==> config.mk <==
export PLATFORM = sky130hd
export DESIGN_NAME = w21_col_mac
export DESIGN_NICKNAME = d
export VERILOG_FILES = /design/src/rtl/w21_col_mac.sv
export SDC_FILE = /design/constraint.sdc
export NUM_CORES = 1
export LEC_CHECK = 0
export BUFFER_PORTS_ARGS = -buffer_cell sky130_fd_sc_hd__buf_2
export CORE_MARGIN = 1.5
export CORE_UTILIZATION = 40
export CTS_CLUSTER_DIAMETER = 50
export CTS_CLUSTER_SIZE = 25
export DETAILED_ROUTE_END_ITERATION = 10
export GPL_TIMING_DRIVEN = 0
export HOLD_SLACK_MARGIN = 0.1
export SLEW_MARGIN = 10
export SYNTH_ARGS = -nofsm -noshare
export SYNTH_HDL_FRONTEND = slang
export SYNTH_SLANG_ARGS = --single-unit
export TNS_END_PERCENT = 5
==> constraint.sdc <==
create_clock -name clk -period 3.4 [get_ports clk]
set_input_delay 0.34 -clock clk [delete_from_list [all_inputs] [get_ports clk]]
set_output_delay 0.34 -clock clk [all_outputs]
set_load 0.005 [all_outputs]
==> src/rtl/w21_col_mac.sv <==
// Column dot product: streams DEPTH input elements against ROM weights, accumulates a 48-bit signed sum.
// Latency: y_valid rises 2 edges after the edge that accepts the last element.
// Backpressure: x_ready only in RUN, and gaps in x_valid stall the address; the result is held until y_ready.
module w21_col_mac #(
  parameter int DEPTH  = 300,
  parameter int ADDR_W = 9,
  parameter int W_W    = 21,
  parameter int X_W    = 16,
  parameter int ACC_W  = 48
) (
  input  logic              clk,
  input  logic              rst_n,
  input  logic              start,
  input  logic              x_valid,
  input  logic [X_W-1:0]    x_data,
  output logic              x_ready,
  output logic [ADDR_W-1:0] adrs_clm,
  input  logic [W_W-1:0]    w_in,
  output logic              y_valid,
  output logic [ACC_W-1:0]  y_data,
  input  logic              y_ready,
  output logic              busy
);

  typedef enum logic [1:0] {IDLE, RUN, DRAIN, DONE} state_t;

  localparam int P_W = X_W + W_W;
  localparam logic [ADDR_W-1:0] LAST = ADDR_W'(DEPTH - 1);

  state_t                  state, state_nxt;
  logic                    accept;
  logic signed [P_W-1:0]   mult;
  logic signed [P_W-1:0]   prod;
  logic                    prod_vld;
  logic signed [ACC_W-1:0] acc;

  assign accept = x_valid && (state == RUN);
  // Size casts of signed operands sign-extend, giving a full-width signed product.
  assign mult   = P_W'($signed(x_data)) * P_W'($signed(w_in));

  always_ff @(posedge clk or negedge rst_n) begin
    if (!rst_n) state <= IDLE;
    else        state <= state_nxt;
  end

  always_comb begin
    state_nxt = state;
    case (state)
      IDLE:    if (start) state_nxt = RUN;
      RUN:     if (accept && adrs_clm == LAST) state_nxt = DRAIN;
      // Leave only once the last product has been folded into acc.
      DRAIN:   if (!prod_vld) state_nxt = DONE;
      DONE:    if (y_ready) state_nxt = IDLE;
      default: state_nxt = IDLE;
    endcase
  end

  always_comb begin
    x_ready = (state == RUN);
    y_valid = (state == DONE);
    busy    = (state != IDLE);
  end

  always_ff @(posedge clk or negedge rst_n) begin
    if (!rst_n) begin
      adrs_clm <= '0;
      prod     <= '0;
      prod_vld <= 1'b0;
      acc      <= '0;
      y_data   <= '0;
    end else begin
      if (state == IDLE && start) begin
        adrs_clm <= '0;
        acc      <= '0;
      end else begin
        if (accept) adrs_clm <= (adrs_clm == LAST) ? '0 : adrs_clm + ADDR_W'(1);
        if (prod_vld) acc <= acc + ACC_W'(prod);
      end
      prod_vld <= accept;
      if (accept) prod <= mult;
      if (state == DRAIN && !prod_vld) y_data <= acc;
    end
  end

endmodule
==> flow_summary.toml <==
[sta]
period_share_pct = 171
drv_slew = 0
rsz0062_at_grt = "true"
relSlewSlack_pct = 41.5
worst_pin_slew_ns = 0.877
fmax_mhz = 172
fin_crit_ns = 5.80
finalWorstSetupSlack_ns = -2.40
timing.final.hold_violations = 0
finalClockSkew_ns = 0.0112
finalSetupViolations = 30

[detailed_routing]
wl_per_cell_um = 18.4
num_vias = 16100
wirelength_um = 57300
via_per_inst = 5.15
drc_errors = 0
drt_iter0_drc = 968
dr.pass1.iters = 5
antenna_left = 0

[place]
numPortBuffers = 101
placedCellCount = 3040
gp_congestion = 0.933
dp_hpwl_um = 46900

[synthesis]
synth_top_cell_by_area = "fa_1"
synth_enable_flop_cells = 0
synth_compound_area_share_pct = 9.87
synth_fa_ha_area_share_pct = 40.9
synth-xor-area-share_pct = 3.04
synth_simple_gate_area_share_pct = 15.3
synthTopCellsByArea = "fa_1 (32%), dfrtp_1 (17%), ha_1 (8.7%), inv_1 (7.5%), nand2_1 (5.2%)"
yosysSeqAreaShare_pct = 17.5
post_synth.cell_area_avg_um2 = 9.18
synth_cell_types = 76
synth_top_flop_cell = "dfrtp_1"
synth_fp_nets = 2778
synth_top_family_by_area = "adder cells"
synth-seq-cells = 145
syn_inst = 2258
async_reset_ff_share_pct = 100
synth.area.mux_share_pct = 3.96
syn_area_um2 = 20700
ys_warn_count = 0
synth_top_area_share_pct = 32.1

[global_route]
grt_usage_pct = 22.2
grt_max_degree = 77
grt_pass1_vias = 17300
grt_overflow = 0
antenna_found_initial = 0
grt_pass1_wl_um = 93200

[floorplanning]
row_count = 83
die_h_um = 231
dieArea_um2 = 53200
ioPinCount = 102
die_w_um = 231
initial_core_util_pct = 40.4
coreArea_um2 = 51300

[finish]
syn2layout_area_growth_pct = 16.1
diodes = 0
fin_nets = 2941
fillers = 4931
mostFrequentLayoutCell = "inv_1"
multiInputGateArea_um2 = 15500
seq_area_um2 = 3630
final_util_pct = 46.9
most-common-layout-cells = "inv_1 (408), fa_1 (321), nand2_1 (281)"
finalNonFillerCells = 3114
drive_gt1_share_pct = 15.0

[worst_setup_path]
critPathKind = "input pin to register"
worstPathRequired_ns = 3.76
rr_worst_depth = 11
arrival_ns = 6.17
worstSetupStartpointType = "input pin"
critPathMaxFanout = 8
cp-end-kind = "register"

[clock_network]
path_clk_slew_ns = 0.07
cts_buffer_depth = 2
cts_root_buf = "clkbuf_16"
numCtsBuffers = 17
cts_tree = "done"
cts_num_sinks = 145
h-tree-depth = 4
clkLatencyLatePin_ns = 0.43

[run]
maxCapViolCount = 0

[worst_hold_path]
whs_path_depth = 4
hp-class = "input pin to register"

[outcome]
violations = "setup timing"
status = "complete, but fails checks"
cells by family after synthesis:
logic type | after synthesis
compound gates | 313
xor+xnor | 72
fa+ha+maj | 478
buf+inv | 514
flops | 145
mux | 76
simple gates | 660
cell type report:
| class | instances | share of cell area (%) |
|---|---|---|
| Multi-Input combinational cell | 1599 | 64.5 |
| Sequential cell | 145 | 15.1 |
| Inverter | 417 | 6.52 |
| Timing Repair Buffer | 144 | 4.40 |
| Buffer | 97 | 3.59 |
| Tap cell | 680 | 3.53 |
| Clock buffer | 18 | 1.82 |
| Clock inverter | 14 | 0.592 |
routing by layer:
layer	track usage (%)	part of all wire, %	vias to the layer above
met4	5.27	1.7	0
met3	2.31	5.0	62
met5	0	0	-
met2	38.7	48	454
met1	29.7	45	8078
li1	-	-	7456
state kept, by name, indices dropped and copies added, names as in the netlist:
name	cells
state	2
acc	48
adrs_clm	9
y_data	48
prod_vld	1
prod	37
critical path, cell delays in order:
cell	delay, ns
buf_12	0.11
clkbuf_16	0.16
nand2_2	0.06
fa_1	0.58
inv_2	0.05
fa_1	0.48
inv_2	0.04
fa_1	0.47
fa_1	0.57
fa_1	0.46
fa_1	0.59
inv_2	0.07
ha_4	0.25
a211o_4	0.36
buf_6	0.13
o31ai_4	0.25
o2111ai_2	0.16
nand2_2	0.17
o311ai_4	0.11
a311oi_2	0.38
buf_4	0.17
nand4_1	0.09
nand3_1	0.11
metrics by stage:
step | TNS (ns) | setup WS (ns) | hold WS, ns | area (µm²)
after global routing | -59.66 | -2.53 | 0.378 | 24100
after detailed placement | -85.20 | -3.54 | 0.318 | 22200
after global placement | -87.54 | -3.42 | 0.480 | 22200
final | -53.69 | -2.40 | 0.369 | 24100
after floorplan | -53.81 | -2.30 | 0.0444 | 20800
after CTS | -52.56 | -2.39 | 0.325 | 23600
what timing repair did:
item | CTS | global route
endpoints found under the setup margin | 32 | 39
resized for setup | 170 | 80
endpoints found under the hold margin | 69 | 0
gates cloned | 0 | 1
pin swaps | 23 | 46
hold buffers | 1 | 0
buffers inserted | 10 | 30
path summary, 6_finish.rpt:
| check | slack (ns) | startpoint | endpoint |
|---|---|---|---|
| worst max-delay path | -2.40 | w_in[9] | prod[35]$_DFFE_PN0P_ |
| worst max register to register | 0.03 | prod[0]$_DFFE_PN0P_ | acc[38]$_DFFE_PN0P_ |
| worst min-delay path | 0.37 | x_valid | state[0]$_DFFE_PN0P_ |
| max in group asynchronous | 2.22 | rst_n | acc[37]$_DFFE_PN0P_ |
| min in group asynchronous | 0.45 | rst_n | y_data[3]$_DFFE_PN0P_ |
| worst min register to register | 0.49 | prod[25]$_DFFE_PN0P_ | prod[25]$_DFFE_PN0P_ |
synth_stat cells, drive strengths merged (26+ instances only):
master	number
fa	333
xnor2	46
a21oi	76
a21o	45
mux2i	28
inv	417
and2	150
dfrtp	145
ha	145
o21ai	90
nor2	100
clkbuf	85
mux2	48
nand2	288
xor2	26
Power is not shown: default switching activity piles up to over one toggle a cycle in this logic, so the estimate is an artifact.
